--- src/rtl/tse_mac_init_ctrl.sv ---
// Triple-speed Ethernet MAC configuration sequencer: resets, programs and
// verifies the MAC over Avalon-MM, then polls PHY BMSR for link state.
module tse_mac_init_ctrl #(
    parameter logic [47:0] MAC_ADDR    = 48'h001C_2317_4ACB,
    parameter logic [4:0]  PHY_ADDR    = 5'd0,
    parameter int          FRM_LEN     = 1518,
    parameter int          TX_IPG      = 12,
    parameter int          POLL_CYCLES = 2_500_000,
    parameter int          WAIT_TMO    = 1024,
    parameter int          RST_POLLS   = 16
) (
    input  logic        clk_25m_i,
    input  logic        srst_i,
    input  logic        start_i,
    output logic [7:0]  avm_address_o,
    output logic        avm_write_o,
    output logic        avm_read_o,
    output logic [31:0] avm_writedata_o,
    input  logic [31:0] avm_readdata_i,
    input  logic        avm_waitrequest_i,
    output logic        busy_o,
    output logic        init_done_o,
    output logic        link_up_o,
    output logic        error_o,
    output logic [1:0]  err_code_o
);

    localparam int PW = $clog2(POLL_CYCLES + 1);
    localparam int WW = $clog2(WAIT_TMO + 1);
    localparam int RW = $clog2(RST_POLLS + 1);

    localparam logic [PW-1:0] POLL_MAX = PW'(POLL_CYCLES - 1);
    localparam logic [WW-1:0] WAIT_MAX = WW'(WAIT_TMO - 1);
    localparam logic [RW-1:0] RST_MAX  = RW'(RST_POLLS - 1);

    // MAC stores the first wire byte in the low byte of mac_0
    localparam logic [31:0] MAC_0 = {MAC_ADDR[23:16], MAC_ADDR[31:24],
                                     MAC_ADDR[39:32], MAC_ADDR[47:40]};
    localparam logic [31:0] MAC_1 = {16'h0, MAC_ADDR[7:0], MAC_ADDR[15:8]};

    localparam logic [3:0] ST_RST_POLL = 4'd2;
    localparam logic [3:0] ST_VERIFY   = 4'd8;

    typedef enum logic [2:0] {
        S_IDLE,
        S_INIT,
        S_DONE,
        S_POLL,
        S_ERROR
    } state_t;

    state_t        state, state_n;
    logic [3:0]    step, step_n;
    logic [RW-1:0] rst_cnt, rst_cnt_n;
    logic [WW-1:0] wait_cnt, wait_cnt_n;
    logic [PW-1:0] poll_cnt, poll_cnt_n;
    logic          link_up, link_up_n;
    logic [1:0]    err_code, err_code_n;

    logic        rd_s, wr_s;
    logic [7:0]  addr_s;
    logic [31:0] wdata_s;
    logic        active, xfer_done, timeout;
    logic        rd_unused;

    assign rd_unused = ^{avm_readdata_i[31:14], avm_readdata_i[12:5]};

    always_comb begin
        rd_s    = 1'b0;
        wr_s    = 1'b0;
        addr_s  = 8'h00;
        wdata_s = 32'h0;
        if (state == S_INIT) begin
            unique case (step)
                4'd0: begin wr_s = 1'b1; addr_s = 8'h0F; wdata_s = {27'h0, PHY_ADDR}; end
                4'd1: begin wr_s = 1'b1; addr_s = 8'h02; wdata_s = 32'h0000_2000; end
                4'd2: begin rd_s = 1'b1; addr_s = 8'h02; end
                4'd3: begin wr_s = 1'b1; addr_s = 8'h03; wdata_s = MAC_0; end
                4'd4: begin wr_s = 1'b1; addr_s = 8'h04; wdata_s = MAC_1; end
                4'd5: begin wr_s = 1'b1; addr_s = 8'h05; wdata_s = 32'(FRM_LEN); end
                4'd6: begin wr_s = 1'b1; addr_s = 8'h17; wdata_s = 32'(TX_IPG); end
                4'd7: begin wr_s = 1'b1; addr_s = 8'h02; wdata_s = 32'h0000_001B; end
                4'd8: begin rd_s = 1'b1; addr_s = 8'h02; end
                default: ;
            endcase
        end else if (state == S_POLL) begin
            rd_s   = 1'b1;
            addr_s = 8'h81;
        end
    end

    assign active    = rd_s | wr_s;
    assign xfer_done = active & ~avm_waitrequest_i;
    assign timeout   = active & avm_waitrequest_i & (wait_cnt == WAIT_MAX);

    always_comb begin
        state_n    = state;
        step_n     = step;
        rst_cnt_n  = rst_cnt;
        poll_cnt_n = poll_cnt;
        link_up_n  = link_up;
        err_code_n = err_code;
        wait_cnt_n = '0;
        if (active && avm_waitrequest_i && wait_cnt != WAIT_MAX)
            wait_cnt_n = wait_cnt + WW'(1);

        unique case (state)
            S_IDLE: begin
                state_n   = S_INIT;
                step_n    = 4'd0;
                rst_cnt_n = '0;
            end
            S_INIT: begin
                if (timeout) begin
                    state_n    = S_ERROR;
                    err_code_n = 2'd1;
                end else if (xfer_done) begin
                    if (step == ST_RST_POLL) begin
                        if (!avm_readdata_i[13]) begin
                            step_n = step + 4'd1;
                        end else if (rst_cnt == RST_MAX) begin
                            state_n    = S_ERROR;
                            err_code_n = 2'd2;
                        end else begin
                            rst_cnt_n = rst_cnt + RW'(1);
                        end
                    end else if (step == ST_VERIFY) begin
                        if (avm_readdata_i[4:0] == 5'h1B) begin
                            state_n    = S_DONE;
                            poll_cnt_n = '0;
                        end else begin
                            state_n    = S_ERROR;
                            err_code_n = 2'd3;
                        end
                    end else begin
                        step_n = step + 4'd1;
                    end
                end
            end
            S_DONE: begin
                if (start_i) begin
                    state_n    = S_INIT;
                    step_n     = 4'd0;
                    rst_cnt_n  = '0;
                    link_up_n  = 1'b0;
                    err_code_n = 2'd0;
                end else if (poll_cnt == POLL_MAX) begin
                    state_n    = S_POLL;
                    poll_cnt_n = '0;
                end else begin
                    poll_cnt_n = poll_cnt + PW'(1);
                end
            end
            S_POLL: begin
                // interval keeps running during the read so polls stay periodic
                if (poll_cnt != POLL_MAX)
                    poll_cnt_n = poll_cnt + PW'(1);
                if (timeout) begin
                    state_n    = S_ERROR;
                    err_code_n = 2'd1;
                end else if (xfer_done) begin
                    state_n   = S_DONE;
                    link_up_n = avm_readdata_i[2];
                end
            end
            S_ERROR: begin
                if (start_i) begin
                    state_n    = S_INIT;
                    step_n     = 4'd0;
                    rst_cnt_n  = '0;
                    err_code_n = 2'd0;
                end
            end
            default: state_n = S_IDLE;
        endcase

        if (state_n == S_ERROR)
            link_up_n = 1'b0;
    end

    always_ff @(posedge clk_25m_i) begin
        if (srst_i) begin
            state    <= S_IDLE;
            step     <= 4'd0;
            rst_cnt  <= '0;
            wait_cnt <= '0;
            poll_cnt <= '0;
            link_up  <= 1'b0;
            err_code <= 2'd0;
        end else begin
            state    <= state_n;
            step     <= step_n;
            rst_cnt  <= rst_cnt_n;
            wait_cnt <= wait_cnt_n;
            poll_cnt <= poll_cnt_n;
            link_up  <= link_up_n;
            err_code <= err_code_n;
        end
    end

    assign avm_address_o   = addr_s;
    assign avm_write_o     = wr_s;
    assign avm_read_o      = rd_s;
    assign avm_writedata_o = wdata_s;
    assign busy_o          = (state == S_INIT);
    assign init_done_o     = (state == S_DONE) || (state == S_POLL);
    assign error_o         = (state == S_ERROR);
    assign link_up_o       = link_up;
    assign err_code_o      = err_code;

endmodule
--- config.mk ---
export PLATFORM = sky130hd
export DESIGN_NAME = tse_mac_init_ctrl
export DESIGN_NICKNAME = d
export VERILOG_FILES = /design/src/rtl/tse_mac_init_ctrl.sv
export SDC_FILE = /design/constraint.sdc
export NUM_CORES = 1
export LEC_CHECK = 0
export BUFFER_PORTS_ARGS = -buffer_cell sky130_fd_sc_hd__buf_2
export CORE_MARGIN = 10
export CORE_UTILIZATION = 39
export DETAILED_ROUTE_END_ITERATION = 8
export PLACE_DENSITY = 0.66
export SYNTH_ARGS = -nofsm -noshare
export SYNTH_HDL_FRONTEND = slang
export SYNTH_SLANG_ARGS = --single-unit
export TNS_END_PERCENT = 1
--- constraint.sdc ---
create_clock -name clk_25m_i -period 7.75 [get_ports clk_25m_i]
set_clock_uncertainty 0.2 [all_clocks]
set_input_delay 0.775 -clock clk_25m_i [delete_from_list [all_inputs] [get_ports clk_25m_i]]
set_output_delay 0.775 -clock clk_25m_i [all_outputs]
set_load 0.02 [all_outputs]
Word-level counts from Yosys, hierarchy flattened
Index checks and enable logic that the tools add are counted.
{"block": "op_classes", "muxes": 60, "n_eq_ne": 41, "n_reduce_logical": 20, "n_bitwise": 6, "n_addsub": 4}
{"op": "$mux W22", "count": 8}
{"op": "$pmux W29 S6", "count": 1}
{"op": "$pmux W22 S3", "count": 1}
{"op": "$mux W3", "count": 12}
{"op": "$mux W5", "count": 6}
{"op": "$pmux W5 S6", "count": 1}
{"op": "$mux W29", "count": 1}
{"op": "$mux W4", "count": 6}
{"op": "$add A22 B1 Y22 const B", "count": 1}
{"op": "$eq A22 B22 Y1 const B", "count": 1}
{"op": "$ne A22 B22 Y1 const B", "count": 1}
{"op": "$ne A2 B2 Y1 const B", "count": 10}
{"op": "$mux W2", "count": 9}
{"op": "$eq A4 B3 Y1 const B", "count": 4}
{"op": "$mux W8", "count": 2}
{"op": "$reduce_and A8 Y1", "count": 2}
{"op": "$pmux W3 S5", "count": 1}
{"op": "$pmux W5 S3", "count": 1}
{"op": "$pmux W4 S3", "count": 1}
{"op": "$add A11 B1 Y11 const B", "count": 1}
{"op": "$eq A11 B10 Y1 const B", "count": 1}
{"op": "$ne A11 B10 Y1 const B", "count": 1}
{"op": "$ne A2 B1 Y1 const B", "count": 5}
{"op": "$reduce_bool A3 Y1", "count": 3}
{"op": "other kinds (32)", "count": 51}
{"block": "totals", "elab_cells": 138, "ff_bits": 48, "inputBits": 36}

Longest topological paths before layout
Gate-level depths: netlist of the first run.
{"block": "depth", "depth_word": 11, "mapped_depth": 10, "depth_no_buf": 8}

Least setup slack after synthesis of the first run
No wires, ideal clock.
{"block": "synth_path", "path_kind": "register to output", "startpoint": "register state[2]", "endpoint": "output avm_writedata_o[10]", "slack_ns": 4.613, "stages_incl_launch_ff": 9, "t_arrival_ns": 2.162, "cell_sequence": "dfxtp_1 > clkbuf_1 > or3b_2 > buf_2 > clkinv_1 > nand2_1 > or3_1 > inv_1 > or2_2"}
{"block": "synth_between", "elab_chain_cells": 2}
{"item": "start, declared", "line_no": "52", "rtl": "state_t state, state_n;"}
{"item": "start signal, assigned", "line_no": "191", "rtl": "state <= state_n;"}
{"item": "$eq A3 B1 Y1"}
{"item": "named net busy_o", "line_no": "21", "rtl": "output logic busy_o,"}
{"item": "$mux W29", "line_no": "73", "rtl": "if (state == S_INIT) begin"}
{"item": "end, declared", "line_no": "18", "rtl": "output logic [31:0] avm_writedata_o,"}
The timed path passes the listed nets, and every way through them passes these cells.

Worst setup path in the final report of the first run
{"block": "layout_path", "startpoint": "register step[0]", "endpoint": "register poll_cnt[9]"}
{"block": "layout_between", "elab_chain_cells": 9, "word_cells_on_any_way": 24}
{"item": "start, declared", "line_no": "53", "rtl": "logic [3:0] step, step_n;"}
{"item": "start signal, assigned", "line_no": "192", "rtl": "step <= step_n;"}
{"item": "$eq A4 B3 Y1 (tied with other cells)", "line_no": "74", "rtl": "unique case (step)"}
{"item": "$reduce_or A7 Y1 (no line) or $reduce_or A2 Y1 (tied branches)"}
{"item": "$mux W1", "line_no": "74"}
{"item": "$mux W1", "line_no": "73"}
{"item": "$or A1 B1 Y1", "line_no": "92", "rtl": "assign active = rd_s | wr_s;"}
{"item": "$and A1 B1 Y1 (2 in series)", "line_no": "94", "rtl": "assign timeout = active & avm_waitrequest_i & (wait_cnt == WAIT_MAX);"}
{"item": "$ne A2 B2 Y1 (no line)"}
{"item": "$reduce_and A8 Y1 (no line) (*)"}
{"item": "end signal, assigned", "line_no": "195", "rtl": "poll_cnt <= poll_cnt_n;"}
{"item": "end, declared", "line_no": "56", "rtl": "logic [PW-1:0] poll_cnt, poll_cnt_n;"}
Mark *: on every way between the ends. The rest lies on a longest branch, timed or not.
A chain may end at the register's enable or synchronous reset.

==> results of run 1 <==
## layout by cell type (no fill, tap or decap), types with 4 or more instances in the layout
| cell type | instances |
|---|---|
| ha_1 | 8 |
| inv_1 | 14 |
| or4_1 | 9 |
| a31oi_1 | 4 |
| a21oi_1 | 23 |
| or3_1 | 10 |
| nand2_1 | 22 |
| xnor2_1 | 10 |
| nor2b_1 | 4 |
| a21oi_2 | 9 |
| or4_4 | 8 |
| clkbuf_8 | 5 |
| o21ai_0 | 14 |
| nand4_1 | 13 |
| and3_1 | 8 |
| o31ai_1 | 17 |
| buf_2 | 46 |
| nor3b_1 | 4 |
| dfxtp_1 | 48 |
| nor2_1 | 42 |
| conb_1 | 11 |
| nor3_1 | 9 |
| nand3_1 | 16 |
## path summary, 6_finish.rpt
path | cells past startpoint | start | end
setup / recovery | 8 | step[0]$_SDFFE_PP0P_ | poll_cnt[9]$_SDFFE_PP0P_
hold / removal | 1 | wait_cnt[0]$_SDFF_PP0_ | wait_cnt[0]$_SDFF_PP0_
setup reg to reg | 8 | step[0]$_SDFFE_PP0P_ | poll_cnt[9]$_SDFFE_PP0P_
hold reg to reg | 1 | wait_cnt[0]$_SDFF_PP0_ | wait_cnt[0]$_SDFF_PP0_
## Yosys cell counts, types with 3 or more instances
library cell | number | share of area, %
and3_1 | 8 | 1.6
o211ai_1 | 3 | 0.70
a21oi_2 | 9 | 2.4
nor4_1 | 3 | 0.58
nand3_1 | 16 | 2.5
nor3_1 | 9 | 1.4
ha_1 | 8 | 3.1
dfxtp_1 | 48 | 30
buf_2 | 6 | 0.93
buf_4 | 25 | 5.8
nor2_1 | 42 | 4.9
nor2b_1 | 4 | 0.78
inv_1 | 14 | 1.6
o21ai_0 | 14 | 2.2
or4_1 | 9 | 2.1
nor3b_1 | 4 | 0.93
clkbuf_1 | 13 | 1.5
nand2_1 | 22 | 2.6
o41ai_1 | 3 | 0.82
o31ai_1 | 18 | 4.2
or4_4 | 8 | 2.8
xnor2_1 | 10 | 2.7
or3_1 | 10 | 1.9
a31oi_1 | 4 | 0.78
a21oi_1 | 23 | 3.6
nand4_1 | 13 | 2.5
## power breakdown
group / total [W] / internal, W / switching, W
combinational: 0.0000470 / 0.0000135 / 0.0000336
sequential: 0.000251 / 0.000248 / 0.00000276
clock: 0.000143 / 0.0000615 / 0.0000811
## cell families after synthesis
kind of cell / count (synthesis) / synth area share [%]
fa+ha+maj: 9 / 3.42
flops: 48 / 29.8
buf+inv: 62 / 10.6
simple gates: 170 / 31.3
compound gates: 98 / 21.4
other cells: 1 / 0.116
xor+xnor: 12 / 3.26
## metal layers
| metal | up-vias | track usage [%] | routed length [µm] |
|---|---|---|---|
| met1 | 1423 | 16.0 | 3780 |
| met2 | 97 | 19.3 | 3540 |
| met4 | 0 | 3.91 | 119 |
| met3 | 11 | 3.73 | 607 |
| li1 | 1489 | - | - |
| met5 | - | 0 | 0 |
## registers in the layout, summed over array words and instances, names as in the netlist
name / flops
poll_cnt: 22
link_up_o: 1
step: 4
err_code_o: 2
wait_cnt: 11
state: 3
rst_cnt: 5
## through the flow
| stage | instances | setup WS (ns) | cell area (µm²) |
|---|---|---|---|
| detailed placement | 516 | 4.11 | 3350 |
| global placement | 516 | 4.24 | 3350 |
| finish | 523 | 4.11 | 3430 |
| global route | 523 | 3.82 | 3430 |
| CTS | 523 | 4.10 | 3430 |
| floorplan | 410 | 4.61 | 3260 |
## layout make-up
type | instances | area (µm²)
fillers | 834 | 4700
clock buffers | 6 | 72.6
flip-flops and latches | 48 | 961
inverters | 16 | 60.1
multi-input cells | 300 | 1960
clock inverters | 1 | 5.00
well taps | 105 | 131
repair buffers | 47 | 238
==> flow_summary_export.csv, run 1 <==
group,metric,value,unit
job,maxCapViolations,0,
finish,nNetsFinal,462,
finish,antennaDiodeCount,0,
status,outcome,"complete, no violations",
power,finalPower,0.000441,W
cts,clkLatencyLatePin,0.30,ns
timing,worstMarginPinSlew,1.16,ns
routing,drc,0,
yosys,synth_cell_types,67,
cts,numCtsBuffers,5,
critical_path,worst-endpoint-arrival,3.69,ns
cts,path_clk_slew,0.09,ns
routing,drtIter0Drc,149,
floorplan,dieHeight,111,µm
yosys,synth_area,3220,µm²
routing,via_per_inst,5.77,
power,powerDensity,129,nW/µm²
placed_design,dpl.hpwl,5960,µm
timing,max_freq,275,MHz
power,leakage,1.23,nW
yosys,synthesis.instances,400,
critical_path,cp.buffers_inverters,2,
cts,cts_buffer_depth,2,
routing,wire_per_inst,15.4,µm
yosys,syn_avg_cell_area,8.06,µm²
critical_path,cp.required,7.80,ns
critical_path,max_stage_delay,0.87,ns
yosys,synth_edf_count,0,
cts,h-tree-depth,2,
timing,hold_violations,0,
cts,cts_tree,"yes",
floorplan,start_util,39.6,%
critical_path,critPathTopFamily,"compound AO/OA/AOI/OAI gates",
floorplan,num_rows,33,
cts,cts_hold_buffers,0,
timing,setup_viol,0,
floorplan,core,8130,µm²
floorplan,die_area,12300,µm²
placed_design,io_buffers,46,
cts,cts_resized,0,
floorplan,pin_count,84,
global_route,grt_first_pass_wirelength,13500,µm
global_route,grt-ovfl-total,0,
critical_path,cpMaxStageDelayCell,"o221ai_4",
timing,min_period,3.64,ns
routing,drt-pass1-iter-count,4,
yosys,async_reset_ff_share,0,%
finish,drive_above_1_share,19.6,%
routing,ant_nets,0,
global_route,first_global_vias,2771,
cts,cts_root_buffer,"clkbuf_8",
finish,areaGrowthSynthToFinish,6.41,%
timing,relSlewSlack,22.2,%
routing,via_count,3020,
min_path,hold_path.class,"reg2reg",
yosys,ys_seq_elements,48,
timing,rsz0062_at_grt,"no",
floorplan,die_x,111,µm
power,vdd_ir_drop_max,0.0540,mV
critical_path,worstSetupEndpointType,"register",
cts,post_cts_buffers,0,
critical_path,crit_fanout,45,
critical_path,cp_cell_sequence,"inv_1 -> ha_1 -> nor4_1 -> a211oi_2 -> o221ai_4 -> o31ai_2 -> buf_4 -> o21ba_2",
global_route,grt_start_max_net_pins,46,
placed_design,gp_congestion,0.852,
yosys,ys_seq_area_share,29.8,%
critical_path,critPathKind,"reg2reg",
timing,timing.final.crit_share,47.0,%
critical_path,cp-start-kind,"register",
critical_path,r2r_setup_slack,4.11,ns
global_route,grt_usage,12.4,%
timing,maxSlewViolCount,0,
global_route,antenna_found_initial,0,
yosys,yosysWarnings,0,
yosys,ys_dominant_reg_cell,"dfxtp_1",
cts,clkSinkCount,48,
timing,setup_tns,0,ns
routing,drt-total-wl,8040,µm
timing,holdWs,0.263,ns
finish,final_util,42.2,%
Note: power is estimated with default switching activity, not from simulation.
==> run 2, diff against run 1 <==
Clock period 7.75 ns to 3.7 ns, I/O delays scaled along.
==> run 2 against run 1 <==
Net effect:
- critical path depth down 1
- combinational power is 110% higher
- clock power grew 130%
- non-clock buffer count increased by 4
- critical path type is now reg2out
- critical endpoint is now avm_writedata_o[10]
==> flow_summary_export.csv, run 2 (synthesis gave the netlist of run 1 again) <==
group,metric,value,unit
critical_path,cp.required,3.13,ns
timing,maxSlewViolCount,0,
power,p_clk_share,34.0,%
floorplan,die_x,111,µm
status,outcome,"complete, no violations",
timing,min_period,3.22,ns
global_route,antenna_found_initial,0,
power,powerDensity,273,nW/µm²
critical_path,worst-endpoint-arrival,2.65,ns
finish,largest_registers,"poll_cnt x22, wait_cnt x11, rst_cnt x5",
finish,nNetsFinal,466,
routing,via_per_inst,5.67,
routing,via_count,2993,
critical_path,reg2regPathDepth,8,
global_route,grtUsageMet2,18.8,%
global_route,gr-usage-met1,16.5,%
placed_design,gp_congestion,0.859,
cts,path_clk_slew,0.10,ns
finish,drive_above_1_share,20.8,%
critical_path,cp-start-kind,"register",
cts,post_cts_buffers,0,
floorplan,pin_count,84,
timing,worstMarginPinSlew,0.834,ns
global_route,grt-ovfl-total,0,
routing,drtIter0Drc,170,
timing,rsz0062_at_grt,"no",
power,p_int,0.000683,W
timing,max_freq,310,MHz
cts,numCtsBuffers,5,
cts,h-tree-depth,2,
floorplan,start_util,39.6,%
power,vdd_ir_drop_max,0.147,mV
finish,regMostFlops,"poll_cnt",
power,seq_power_share,55.5,%
cts,cts_root_buffer,"clkbuf_8",
floorplan,die_area,12300,µm²
critical_path,critPathKind,"reg2out",
power,p_sw,0.000264,W
critical_path,r2r-start,"step[0]$_SDFFE_PP0P_",
floorplan,core,8130,µm²
critical_path,crit_fanout,13,
floorplan,dieHeight,111,µm
global_route,use_met3,4.76,%
power,finalPower,0.000948,W
finish,largest_reg_flops,22,
global_route,grt_start_max_net_pins,29,
placed_design,dpl.hpwl,5960,µm
cts,cts_hold_buffers,0,
timing,setup_viol,0,
global_route,grt_busiest_layer,"met2",
cts,clkSinkCount,48,
critical_path,cp-endpoint,"avm_writedata_o[10]",
placed_design,io_buffers,46,
finish,nFillCells,838,
global_route,grt_first_pass_wirelength,13600,µm
timing,hold_violations,0,
min_path,hold_path.class,"in2reg",
timing,setup_tns,0,ns
critical_path,r2r-end,"poll_cnt[11]$_SDFFE_PP0P_",
power,leakage,1.25,nW
floorplan,num_rows,33,
finish,fin_area,3470,µm²
routing,ant_nets,0,
routing,drc,0,
timing,worst_slack,0.477,ns
routing,drt-total-wl,7900,µm
placed_design,post-place-ws,0.816,ns
finish,areaGrowthSynthToFinish,7.80,%
cts,cts_buffer_depth,2,
cts,clkLatencyLatePin,0.31,ns
timing,timing.final.crit_share,87.1,%
job,maxCapViolations,0,
placed_design,place_area,3380,µm²
global_route,first_global_vias,2771,
critical_path,r2r_setup_slack,0.81,ns
routing,wire_per_inst,15.0,µm
cts,cts_tree,"yes",
critical_path,crit_start,"state[0]$_SDFF_PP0_",
global_route,grt_usage,12.6,%
finish,antennaDiodeCount,0,
finish,layout_commonest_cell,"dfxtp_1",
critical_path,worstSetupEndpointType,"primary output",
power,netSwitchingFraction,27.9,%
finish,final_cell_mix,"dfxtp_1 (48), buf_2 (46), nor2_1 (42), a21oi_1 (23), nand2_1 (22)",
cts,cts_resized,0,
timing,relSlewSlack,44.2,%
power,pwr-share-comb,10.5,%
routing,drt-pass1-iter-count,5,
## run 2: changes by cell type in the layout (fill, tap and decap cells not counted)
cell	previous run	this run
clkinvlp_4	0	2
clkinv_2	1	0
buf_4	1	5
clkbuf_1	1	0
clkinv_4	0	1
## run 2: power groups by stage
stage	clock (W)	combinational, W	sequential (W)
after detailed placement	0	0.0000986	0.000538
after CTS	0.000334	0.0000992	0.000526
after global routing	0.000358	0.000111	0.000527
after global placement	0	0.0000975	0.000538
after floorplan	0	0.0000809	0.000535
final	0.000322	0.0000996	0.000526
## run 2: routing by layer
metal / vias up / share of wire (%)
met5: - / 0
met4: 0 / 1.4
met2: 90 / 43
met1: 1392 / 47
li1: 1500 / -
met3: 11 / 8.6
## run 2: critical path, stage by stage (launching register included)
cell and delay, ns:
dfxtp_1 0.57, or3b_2 0.62, clkinv_1 0.20, nand2_1 0.15, or3_1 0.35, inv_1 0.16
or2_2 0.13, buf_2 0.15
## run 2: area by class of cell
cell class / instances / area [µm²] / area share [%]
inverter: 16 / 60.1 / 1.73
timing repair buffer: 51 / 268 / 7.71
clock inverter: 3 / 23.8 / 0.684
multi-input combinational: 300 / 1960 / 56.5
clock buffer: 5 / 68.8 / 1.98
tap: 105 / 131 / 3.78
sequential: 48 / 961 / 27.7
## run 2: worst min-delay path by stage
stage | from | endpoint | slack [ns] | cells past startpoint
floorplan | wait_cnt[0]$_SDFF_PP0_ | wait_cnt[0]$_SDFF_PP0_ | 0.23 | 1
global placement | wait_cnt[0]$_SDFF_PP0_ | wait_cnt[0]$_SDFF_PP0_ | 0.24 | 1
detailed placement | wait_cnt[0]$_SDFF_PP0_ | wait_cnt[0]$_SDFF_PP0_ | 0.25 | 1
CTS | srst_i | err_code_o[1]$_SDFFE_PP0P_ | 0.17 | 2
global route | srst_i | err_code_o[1]$_SDFFE_PP0P_ | 0.17 | 2
finish | srst_i | err_code_o[1]$_SDFFE_PP0P_ | 0.18 | 2
## run 2: through the flow
step	util (%)	std cells	hold slack, ns
after floorplan	-	410	0.230
after global placement	41.6	520	0.245
after detailed placement	41.6	520	0.254
after CTS	42.7	528	0.172
after global routing	42.7	528	0.174
final	42.7	528	0.180
